--- src/rtl/dut_initiator.sv ---
// Requester side of the dut EN/RDY method interface: takes one host command at a time,
// issues it as a single write or read method call and returns exactly one response.
module dut_initiator #(
   parameter int ADDR_W  = 3,
   parameter int DATA_W  = 1,
   parameter int TIMEOUT = 16,
   parameter int CNT_W   = 8
) (
   input  logic              CLK,
   input  logic              RST,
   input  logic              cmd_valid,
   output logic              cmd_ready,
   input  logic              cmd_write,
   input  logic [ADDR_W-1:0] cmd_addr,
   input  logic [DATA_W-1:0] cmd_wdata,
   output logic              rsp_valid,
   input  logic              rsp_ready,
   output logic              rsp_write,
   output logic [DATA_W-1:0] rsp_rdata,
   output logic              rsp_timeout,
   output logic [ADDR_W-1:0] write_address,
   output logic [DATA_W-1:0] write_data,
   output logic              write_en,
   input  logic              write_rdy,
   output logic [ADDR_W-1:0] read_address,
   output logic              read_en,
   input  logic [DATA_W-1:0] read_data,
   input  logic              read_rdy,
   output logic              busy
);

   typedef enum logic [1:0] {
      IDLE = 2'd0,
      WR   = 2'd1,
      RD   = 2'd2,
      RESP = 2'd3
   } state_t;

   localparam bit               TIMEOUT_EN   = (TIMEOUT != 0);
   localparam logic [CNT_W-1:0] TIMEOUT_LAST = CNT_W'((TIMEOUT > 0) ? (TIMEOUT - 1) : 0);
   localparam logic [CNT_W-1:0] CNT_MAX      = '1;

   state_t            state;
   state_t            state_next;
   logic [ADDR_W-1:0] addr_q;
   logic [DATA_W-1:0] wdata_q;
   logic [CNT_W-1:0]  wait_cnt;
   logic [CNT_W-1:0]  wait_cnt_next;
   logic              latch_cmd;
   logic              rsp_write_q;
   logic              rsp_write_next;
   logic [DATA_W-1:0] rsp_rdata_q;
   logic [DATA_W-1:0] rsp_rdata_next;
   logic              rsp_timeout_q;
   logic              rsp_timeout_next;

   // State, command latch, wait counter and response registers.
   always_ff @(posedge CLK or posedge RST) begin
      if (RST) begin
         state         <= IDLE;
         addr_q        <= '0;
         wdata_q       <= '0;
         wait_cnt      <= '0;
         rsp_write_q   <= 1'b0;
         rsp_rdata_q   <= '0;
         rsp_timeout_q <= 1'b0;
      end else begin
         state         <= state_next;
         wait_cnt      <= wait_cnt_next;
         rsp_write_q   <= rsp_write_next;
         rsp_rdata_q   <= rsp_rdata_next;
         rsp_timeout_q <= rsp_timeout_next;
         if (latch_cmd) begin
            addr_q  <= cmd_addr;
            wdata_q <= cmd_wdata;
         end
      end
   end

   // Next state and method enables; EN simply follows RDY while waiting, so it can
   // never be raised without RDY and fires on exactly the completing edge.
   always_comb begin
      state_next       = state;
      wait_cnt_next    = wait_cnt;
      latch_cmd        = 1'b0;
      rsp_write_next   = rsp_write_q;
      rsp_rdata_next   = rsp_rdata_q;
      rsp_timeout_next = rsp_timeout_q;
      cmd_ready        = 1'b0;
      rsp_valid        = 1'b0;
      write_en         = 1'b0;
      read_en          = 1'b0;
      case (state)
         IDLE: begin
            cmd_ready = 1'b1;
            if (cmd_valid) begin
               latch_cmd     = 1'b1;
               wait_cnt_next = '0;
               state_next    = cmd_write ? WR : RD;
            end
         end
         WR: begin
            write_en = write_rdy;
            if (write_rdy) begin
               state_next       = RESP;
               rsp_write_next   = 1'b1;
               rsp_rdata_next   = '0;
               rsp_timeout_next = 1'b0;
            end else if (TIMEOUT_EN && (wait_cnt == TIMEOUT_LAST)) begin
               state_next       = RESP;
               rsp_write_next   = 1'b1;
               rsp_rdata_next   = '0;
               rsp_timeout_next = 1'b1;
            end else if (wait_cnt != CNT_MAX) begin
               wait_cnt_next = wait_cnt + CNT_W'(1);
            end
         end
         RD: begin
            read_en = read_rdy;
            if (read_rdy) begin
               state_next       = RESP;
               rsp_write_next   = 1'b0;
               rsp_rdata_next   = read_data;
               rsp_timeout_next = 1'b0;
            end else if (TIMEOUT_EN && (wait_cnt == TIMEOUT_LAST)) begin
               state_next       = RESP;
               rsp_write_next   = 1'b0;
               rsp_rdata_next   = '0;
               rsp_timeout_next = 1'b1;
            end else if (wait_cnt != CNT_MAX) begin
               wait_cnt_next = wait_cnt + CNT_W'(1);
            end
         end
         RESP: begin
            rsp_valid = 1'b1;
            if (rsp_ready) begin
               state_next = IDLE;
            end
         end
         default: begin
            state_next = IDLE;
         end
      endcase
   end

   assign write_address = addr_q;
   assign read_address  = addr_q;
   assign write_data    = wdata_q;
   assign rsp_write     = rsp_write_q;
   assign rsp_rdata     = rsp_rdata_q;
   assign rsp_timeout   = rsp_timeout_q;
   assign busy          = (state != IDLE);

   a_one_enable : assert property (@(posedge CLK) disable iff (RST) !(write_en && read_en));
   a_rsp_hold : assert property (@(posedge CLK) disable iff (RST)
      (rsp_valid && !rsp_ready) |=> (rsp_valid && $stable(rsp_write) && $stable(rsp_rdata)
                                     && $stable(rsp_timeout)));

endmodule

--- config.mk ---
export PLATFORM = sky130hd
export DESIGN_NAME = dut_initiator
export DESIGN_NICKNAME = d
export VERILOG_FILES = /design/src/rtl/dut_initiator.sv
export SDC_FILE = /design/constraint.sdc
export NUM_CORES = 1
export LEC_CHECK = 0
export CAP_MARGIN = 20
export CORE_MARGIN = 5
export CORE_UTILIZATION = 51
export DETAILED_ROUTE_END_ITERATION = 12
export MAX_ROUTING_LAYER = met4
export PLACE_DENSITY = 0.83
export SLEW_MARGIN = 0
export SYNTH_ARGS = -nofsm -noshare
export SYNTH_HDL_FRONTEND = slang
export SYNTH_SLANG_ARGS = --single-unit
--- constraint.sdc ---
create_clock -name CLK -period 4.3 [get_ports CLK]
set_input_delay 1.075 -clock CLK [delete_from_list [all_inputs] [get_ports CLK]]
set_output_delay 1.075 -clock CLK [all_outputs]
set_load 0.01 [all_outputs]
==> results.md, run 1 <==
* Via count at 868
* Clk_skew at 0.00840 ns
* Vertical die dimension at 54.9 um
* Ports placed on the boundary at 27
* Reg2reg start: state[1]
* Remaining Overflow, GRT at 0
* Total placed cells including tap cells at 151
* Number of rows in the core area at 16
* Number of cells on the worst reg-to-reg path at 6
* Area after DPL at 1290 sq um
* Area growth from synthesis to layout at 27.8%
* Number of violations reported at the end of detailed-routing iteration 0 at 13
* Number of clock sinks seen by CTS at 17
* Peak VDD IR at 480 uV
* Skew-Pair Late Insertion Delay at 0.29 ns
* Required time of the critical path at 3.22 ns
* Commonest non-fill, non-tap cell in the layout: sky130_fd_sc_hd__clkdlybuf4s50_1
* Dpl ws at 0.936 ns
* Final cell count without fillers at 155
* Number of nets in the finished design at 146
* Setup Buffers After CTS at 0
* Setup WS post-layout at 0.929 ns
* Cells resized by post-CTS repair at 0
* Number of cells traversed by the worst hold path at 1
* Maximum number of buffers from clock root to sink at 2
* Cell count after synthesis at 104
* Clock transition at the registers of the reported paths at 0.09 ns
* Critical hold path startpoint: rsp_write
* Count of different cell masters after synthesis at 37
* Post-route fraction of the period consumed by the critical path at 0.784
* Top-area cell type share of the netlist area at 0.413
* CTS Root Buffer Type: sky130_fd_sc_hd__clkbuf_4
* Top achievable clock speed at 297 MHz
* Leading post-synthesis cells by cell area: sky130_fd_sc_hd__dfrtp_1, sky130_fd_sc_hd__ha_1, sky130_fd_sc_hd__inv_1
* Antenna diode count at 0
* Worst slew margin relative to its limit at 0.571
* Setup TNS Final at 0 ns
* Vias in the first global route at 824
* Post-synthesis sequential area ratio at 0.413
* Status: completed
* Final Wtd Congestion at 0.824
* Number of synthesized register bits at 17
* Width of the chip at 54.9 um
* Net Count, Synth at 121
* Post-Layout Inst Area at 1320 sq um
* Yosys Warn Count at 0
* Vias/cell at 5.60
* Post-detailed-routing wire length at 2.22 mm
* Area taken by multi-input logic gates at 526 sq um
* Final HPWL from detailed placement at 1.70 mm
* Fraction of layout instances using a drive strength above 1 at 0.0859
* Area used by sequential logic in the layout at 425 sq um
* Routed wire per std cell at 14.3 um
* Remaining routing DRC violations at 0
* CTS H-Tree Depth at 1
* CTS Hold Bufs at 0
* Reported max-cap violation count at 0
* Std-Cell Core Area at 1940 sq um
* Endpoint of the worst hold-timing path: rsp_write
* Final core utilization at 0.678
* Netlist area before placement at 1030 sq um
* Crit path max fanout at 3
* Actual slew at the worst max-slew pin at 0.642 ns
* Wire length of the first global-routing pass at 3.67 mm
* Tightest Hold Check Type: flip-flop to flip-flop
* Category of the critical setup timing path: input pin to output pin
* Type of destination of the critical path: output pin
* Endpoint of the worst-slack reg-to-reg timing path: wait_cnt[4]
* Design Power at 872 uW
* Antenna violations before repair at 0
* Final worst hold slack at 0.500 ns
* Critical path startpoint category: input pin
* Top cell type by total area after synthesis: sky130_fd_sc_hd__dfrtp_1
* Commonest cells after routing, fill and taps aside: sky130_fd_sc_hd__clkdlybuf4s50_1, sky130_fd_sc_hd__dfrtp_1, sky130_fd_sc_hd__inv_1
* Leakage at 0.550 nW
* Tmin final at 3.37 ns
* Mapped Avg Cell Area at 9.90 sq um
* Fill cells at 191
* RSZ-0062 raised after global routing: false
* Pin count of the biggest net entering global routing at 18
* Detailed-router iteration count before antenna repair at 4
* Final count of hold timing violations at 0
* Initial cell density of the core at 0.530
* Data arrival, critical path at 2.30 ns
* Pins Over Slew Limit at 0
* Total global-route track usage at 0.177
* Final setup violation count at 0
* Flop2flop setup slack at 2.29 ns
* TritonCTS Buffers at 3
* Total Die Area at 3020 sq um
* IO Port Bufs at 26
* ANT nets after route at 0
* CTS tree: done
* Total power per unit cell area at 662 nW/um^2
[synth_stat cells (all sizes together)]
library cell / n
a21boi: 1
a21o: 1
a21oi: 3
a22o: 3
a2bb2oi: 1
a31o: 1
a31oi: 1
a32o: 1
and2: 4
and3: 1
and4: 1
buf: 3
clkbuf: 3
dfrtp: 17
ha: 5
inv: 12
mux2: 4
mux2i: 2
nand2: 3
nand2b: 1
nand3: 6
nand3b: 1
nand4: 3
nor2: 3
nor2b: 1
nor3: 3
nor4: 1
o211ai: 3
o21a: 1
o21ai: 5
o21bai: 1
o221ai: 2
o2bb2ai: 1
o31a: 1
o41ai: 3
or3: 1
[flip-flops by register name, summed over array words and instances (netlist names)]
register,count
state,2
rsp_write,1
write_data,1
wait_cnt,8
rsp_rdata,1
rsp_timeout,1
read_address,3
[report_power, final]
group	leakage, nW	switching, mW	internal (mW)	total (mW)
clock network	0.0150	0.0499	0.0360	0.0859
registers	0.219	0.0549	0.218	0.273
logic	0.315	0.253	0.260	0.513
[final cells by class]
| class | instances | area share |
|---|---|---|
| multi-input cells | 69 | 0.399 |
| flip-flops and latches | 17 | 0.323 |
| repair buffers | 26 | 0.198 |
| inverters | 12 | 0.0342 |
| well taps | 27 | 0.0257 |
| clock buffers | 4 | 0.0200 |
[critical path, stage by stage]
cell,delay [ns]
sky130_fd_sc_hd__clkdlybuf4s50_1,0.49
sky130_fd_sc_hd__and2_1,0.18
sky130_fd_sc_hd__clkdlybuf4s50_1,0.55
[metal layers]
metal / track usage / vias up / routed length [um]
li1: - / 430 / -
met2: 0.295 / 22 / 1110
met3: 0.0456 / 2 / 111
met5: - / - / 0
met1: 0.210 / 414 / 987
met4: 0.0567 / 0 / 14
[kinds of logic after synthesis]
group	after synthesis	synth area share
AOI/OAI and AO/OA	29	0.208
adders and majority gates	5	0.0608
buffers and inverters	18	0.0765
DFF	17	0.413
muxes	6	0.0632
and+or+nand+nor	29	0.179
[worst max path at each step]
stage | start | endpoint | slack [ns] | cells after the start
after CTS | read_rdy | read_en | 0.92 | 3
after global routing | read_rdy | read_en | 0.87 | 3
after detailed placement | read_rdy | read_en | 0.94 | 3
after global placement | read_rdy | read_en | 0.95 | 3
after floorplan | read_rdy | read_en | 1.97 | 1
final | read_rdy | read_en | 0.93 | 3
Note: power is estimated with default switching activity, not from simulation.
==> inputs of run 2 (changes only) <==
--- a/config.mk
+++ b/config.mk
@@ -7,10 +7,10 @@
 export LEC_CHECK = 0
 export CAP_MARGIN = 20
 export CORE_MARGIN = 5
-export CORE_UTILIZATION = 51
+export CORE_UTILIZATION = 43
 export DETAILED_ROUTE_END_ITERATION = 12
 export MAX_ROUTING_LAYER = met4
-export PLACE_DENSITY = 0.83
+export PLACE_DENSITY = 0.75
 export SLEW_MARGIN = 0
 export SYNTH_ARGS = -nofsm -noshare
 export SYNTH_HDL_FRONTEND = slang
==> constraint.sdc (replaced) <==
create_clock -name CLK -period 2.9 [get_ports CLK]
set_input_delay 0.725 -clock CLK [delete_from_list [all_inputs] [get_ports CLK]]
set_output_delay 0.725 -clock CLK [all_outputs]
set_load 0.01 [all_outputs]
==> results.md, run 2 (synthesis gave the netlist of run 1 again) <==
* Status: completed
* TritonCTS Buffers at 3
* CTS Hold Bufs at 0
* Area growth from synthesis to layout at 27.9%
* CTS Root Buffer Type: sky130_fd_sc_hd__clkbuf_4
* IO Port Bufs at 26
* Critical path startpoint category: input pin
* Tmin final at 2.64 ns
* Fraction of layout instances using a drive strength above 1 at 0.0859
* Setup TNS Final at 0 ns
* Detailed-router iteration count before antenna repair at 4
* Skew-Pair Late Insertion Delay at 0.30 ns
* Data arrival, critical path at 1.92 ns
* Actual slew at the worst max-slew pin at 0.654 ns
* Peak VDD IR at 753 uV
* Total global-route track usage at 0.144
* Vias/cell at 5.49
* Most flop-heavy register: wait_cnt
* Launching instance or port of the critical path: read_rdy
* Via count at 856
* Critical hold path startpoint: rsp_write
* Flop2flop setup slack at 0.89 ns
* Post-detailed-routing wire length at 2.20 mm
* Endpoint of the worst-slack reg-to-reg timing path: wait_cnt[6]
* Width of the chip at 58.9 um
* Top achievable clock speed at 378 MHz
* Ports placed on the boundary at 27
* Required time of the critical path at 2.17 ns
* Clk_skew at 0.00406 ns
* Leakage at 0.550 nW
* Tightest Hold Check Type: flip-flop to flip-flop
* Number of cells traversed by the worst hold path at 1
* Vertical die dimension at 58.9 um
* RSZ-0062 raised after global routing: false
* Pin count of the biggest net entering global routing at 18
* Number of violations reported at the end of detailed-routing iteration 0 at 9
* Endpoint of the worst hold-timing path: rsp_write
* Final Wtd Congestion at 0.843
* Fill cells at 209
* Remaining routing DRC violations at 0
* Reported max-cap violation count at 0
* Post-route fraction of the period consumed by the critical path at 0.912
* Final HPWL from detailed placement at 1.65 mm
* Final count of hold timing violations at 0
* CTS H-Tree Depth at 1
* Vias in the first global route at 845
* Number of rows in the core area at 17
* Cells resized by post-CTS repair at 0
* Routed wire per std cell at 14.1 um
* Total Die Area at 3470 sq um
* Total power per unit cell area at 983 nW/um^2
* Commonest non-fill, non-tap cell in the layout: sky130_fd_sc_hd__clkdlybuf4s50_1
* Design Power at 1.30 mW
* Std-Cell Core Area at 2250 sq um
* Category of the critical setup timing path: input pin to output pin
* ANT nets after route at 0
* Most Used Layer, Global Route: met2
* Met3 track demand over resource in global routing at 0.0285
* CTS tree: done
* Pins Over Slew Limit at 0
* Number of cells on the worst reg-to-reg path at 6
* Clock transition at the registers of the reported paths at 0.10 ns
* Met1 Use GR at 0.177
* Number of nets in the finished design at 146
* Number of clock sinks seen by CTS at 17
* Number of flip-flops in the largest register at 8
* Antenna violations before repair at 0
* Worst slew margin relative to its limit at 0.564
* Maximum number of buffers from clock root to sink at 2
* GR Util met2 at 0.222
* Setup Buffers After CTS at 0
* Remaining Overflow, GRT at 0
* Type of destination of the critical path: output pin
* Commonest cells after routing, fill and taps aside: sky130_fd_sc_hd__clkdlybuf4s50_1, sky130_fd_sc_hd__dfrtp_1, sky130_fd_sc_hd__inv_1
* Initial cell density of the core at 0.457
* Antenna diode count at 0
* Crit path max fanout at 3
* Wire length of the first global-routing pass at 3.73 mm
* Final setup violation count at 0
* Reg2reg start: state[1]
## run 2: critical path, cell delays in order
cell	delay, ns
sky130_fd_sc_hd__clkdlybuf4s50_1	0.49
sky130_fd_sc_hd__and2_1	0.16
sky130_fd_sc_hd__clkdlybuf4s50_1	0.54
## run 2: cell type report
cell class                      instances  area [sq um]  area share
Clock buffer                            4          26.3      0.0199
Inverter                               12          45.0      0.0342
Multi-Input combinational cell         69           526       0.399
Sequential cell                        17           425       0.323
Tap cell                               28          35.0      0.0266
Timing Repair Buffer                   26           260       0.198
## run 2: worst max path at each step
stage	end	depth (start not counted)
final	read_en	3
after global routing	read_en	3
after CTS	read_en	3
after detailed placement	read_en	3
after global placement	read_en	3
after floorplan	wait_cnt[6]	4
## run 2: stage by stage
| step | instance area, sq um | utilization | setup WS, ns | std cells | hold slack (ns) |
|---|---|---|---|---|---|
| after floorplan | 1030 | - | 1.02 | 104 | 0.496 |
| after global placement | 1290 | 0.573 | 0.259 | 152 | 0.471 |
| after detailed placement | 1290 | 0.573 | 0.246 | 152 | 0.480 |
| after CTS | 1320 | 0.584 | 0.246 | 156 | 0.505 |
| after global routing | 1320 | 0.584 | 0.221 | 156 | 0.547 |
| final | 1320 | 0.584 | 0.256 | 156 | 0.501 |
## run 2: power by group
part	leakage [nW]	internal, mW	total (mW)	switching [mW]
clock	0.0150	0.0537	0.133	0.0794
sequential	0.219	0.323	0.404	0.0807
combinational	0.315	0.386	0.759	0.373
total	0.550	0.762	1.30	0.533
## run 2: per-layer routing
| metal | wire length (um) | up-vias |
|---|---|---|
| met3 | 109 | 6 |
| met5 | 0 | - |
| met1 | 1000 | 399 |
| met4 | 46 | 0 |
| met2 | 1040 | 23 |
| li1 | - | 428 |
==> RTL change: new RTL, config.mk and constraints of run 1 <==
The parameter `ADDR_W` goes from 3 to 5.
--- a/src/rtl/dut_initiator.sv
+++ b/src/rtl/dut_initiator.sv
@@ -3,3 +3,3 @@
 module dut_initiator #(
-   parameter int ADDR_W  = 3,
+   parameter int ADDR_W  = 5,
    parameter int DATA_W  = 1,
Interface: changed (resized cmd_addr, read_address and write_address); port bits go from 27 to 33. The function was not compared with the original's and may differ.
==> RTL change against run 1 <==
Clock power grew 2.9%. Sequential cell count grew 2. Wire length grew 9.6%. Clock skew shrank 0.0066 ns. Global-route usage shrank 1.4 points. Non-clock buffer count grew 6. Synthesized area grew 7.9%. Power grew 13%. Maximum frequency grew 0.22%. Via count grew 8.8%. Setup slack gained 0.0074 ns. Final area grew 9.0%. First-iteration DRC count grew 46%. Critical endpoint unchanged. Largest cell class unchanged. Largest power group unchanged.
==> RTL change: results (changes against run 1) <==
outcome=complete, no violations (unchanged); Total GRT Usage=16.32% (was 17.75%); dpl hpwl=1871 µm (was 1699 µm); Max Clock Skew=0.001752 ns (was 0.008401 ns); sequential-to-total area share from yosys stat=42.79% (was 41.31%); drt pass-1 iters=4 (unchanged); peak supply drop=0.4637 mV (was 0.4802 mV); Nets=158 (was 146); top post-synthesis cells by area=dfrtp_1, mux2_2, ha_1 (was dfrtp_1, ha_1, inv_1); Min-Delay Endpoint=rsp_rdata$_DFFE_PP0N_ (was rsp_write$_DFFE_PP0P_); leakage dissipation=0.6284 nW (was 0.5496 nW); FF-to-FF End=wait_cnt[0]$_DFFE_PP0P_ (was wait_cnt[4]$_DFFE_PP0P_); vias in the first global route=868 (was 824); Via density=5.721 (was 5.600); crit path time final=3.364 ns (was 3.371 ns); first-pass GRT wire length=4064 µm (was 3670 µm); WL/cell=14.76 µm (was 14.33 µm); Reg2Reg Setup Slack=2.12 ns (was 2.29 ns); Clock Latency Late Sink=0.29 ns (about the same); Mapped Nets=129 (was 121); Detailed Route Iter0 Violations=19 (was 13); routability cong.=0.7877 (was 0.8243); port bufs=32 (was 26); share of layout cells above drive strength 1=10.87% (was 8.594%); crit path DAT=2.29 ns; fillers=158 (was 191); largest net degree at the start of global routing=20 (was 18); Unique masters post-synth=40 (was 37); Worst-Margin Slew=0.7267 ns (was 0.6422 ns); min-delay src=rsp_rdata$_DFFE_PP0N_ (was rsp_write$_DFFE_PP0P_); commonest cells in the synthesized netlist=dfrtp_1, inv_1, nand2_1, o21ai_0 (was dfrtp_1, inv_1, nand3_1); pre-CTS WS=0.9417 ns (was 0.9363 ns); worst r2r src=state[0]$_DFFE_PP0P_ (was state[1]$_DFFE_PP0P_); clk slew on worst S/H paths=0.11 ns (was 0.09 ns)
[RTL change: logic make-up (layout without fill, tap and decap cells)]
| logic type | Yosys count | in the layout | share of synthesized area, % |
|---|---|---|---|
| AND/OR/NAND/NOR | 33 | 33 | 17.46 |
| AO/OA/AOI/OAI | 31 | 31 | 19.71 |
| flip-flops | 19 | 19 | 42.79 |
| buffers and inverters | 15 | 43 | 7.433 |
| multiplexers | 7 | 7 | 6.982 |
| adder cells (fa/ha/maj) | 5 | 5 | 5.631 |
[RTL change: report_power, final]
group	switching (mW)	total (mW)	internal, mW
Combinational	0.284	0.586	0.303
Sequential	0.0624	0.307	0.245
Clock	0.0524	0.0884	0.0360
Total	0.398	0.982	0.583
[RTL change: routing by layer]
layer / share of wire, % / vias up / global-route usage [%]
met2: 51 / 31 / 26.40
met3: 5.7 / 2 / 3.440
li1: - / 463 / -
met1: 43 / 448 / 20.74
met4: 0.41 / 0 / 4.068
met5: 0 / - / -
[RTL change: layout make-up]
class                      instances  area share (%)
clock buffer                       4           1.831
multi-input combinational         76           38.54
inverter                           7           1.831
timing repair buffer              32           22.32
tap                               27           2.354
sequential                        19           33.13
[RTL change: metrics by stage]
stage | hold slack (ns) | area [µm²] | cells | util, % | power, mW
after floorplan | 0.5188 | 1111 | 110 | - | 0.7001
after global placement | 0.4832 | 1409 | 161 | 69.68 | 0.8787
after detailed placement | 0.4874 | 1409 | 161 | 69.68 | 0.9017
after global routing | 0.5299 | 1435 | 165 | 70.98 | 1.063
after CTS | 0.5133 | 1435 | 165 | 70.98 | 0.9930
final | 0.5044 | 1435 | 165 | 70.98 | 0.9817
[RTL change: worst reg2reg max path, delay by kind of cell, from the launching register on]
family,cells,cell delay [ns]
fa+ha+maj,1,0.28
simple gates,4,1.34
flops,1,0.42
buf+inv,1,0.08
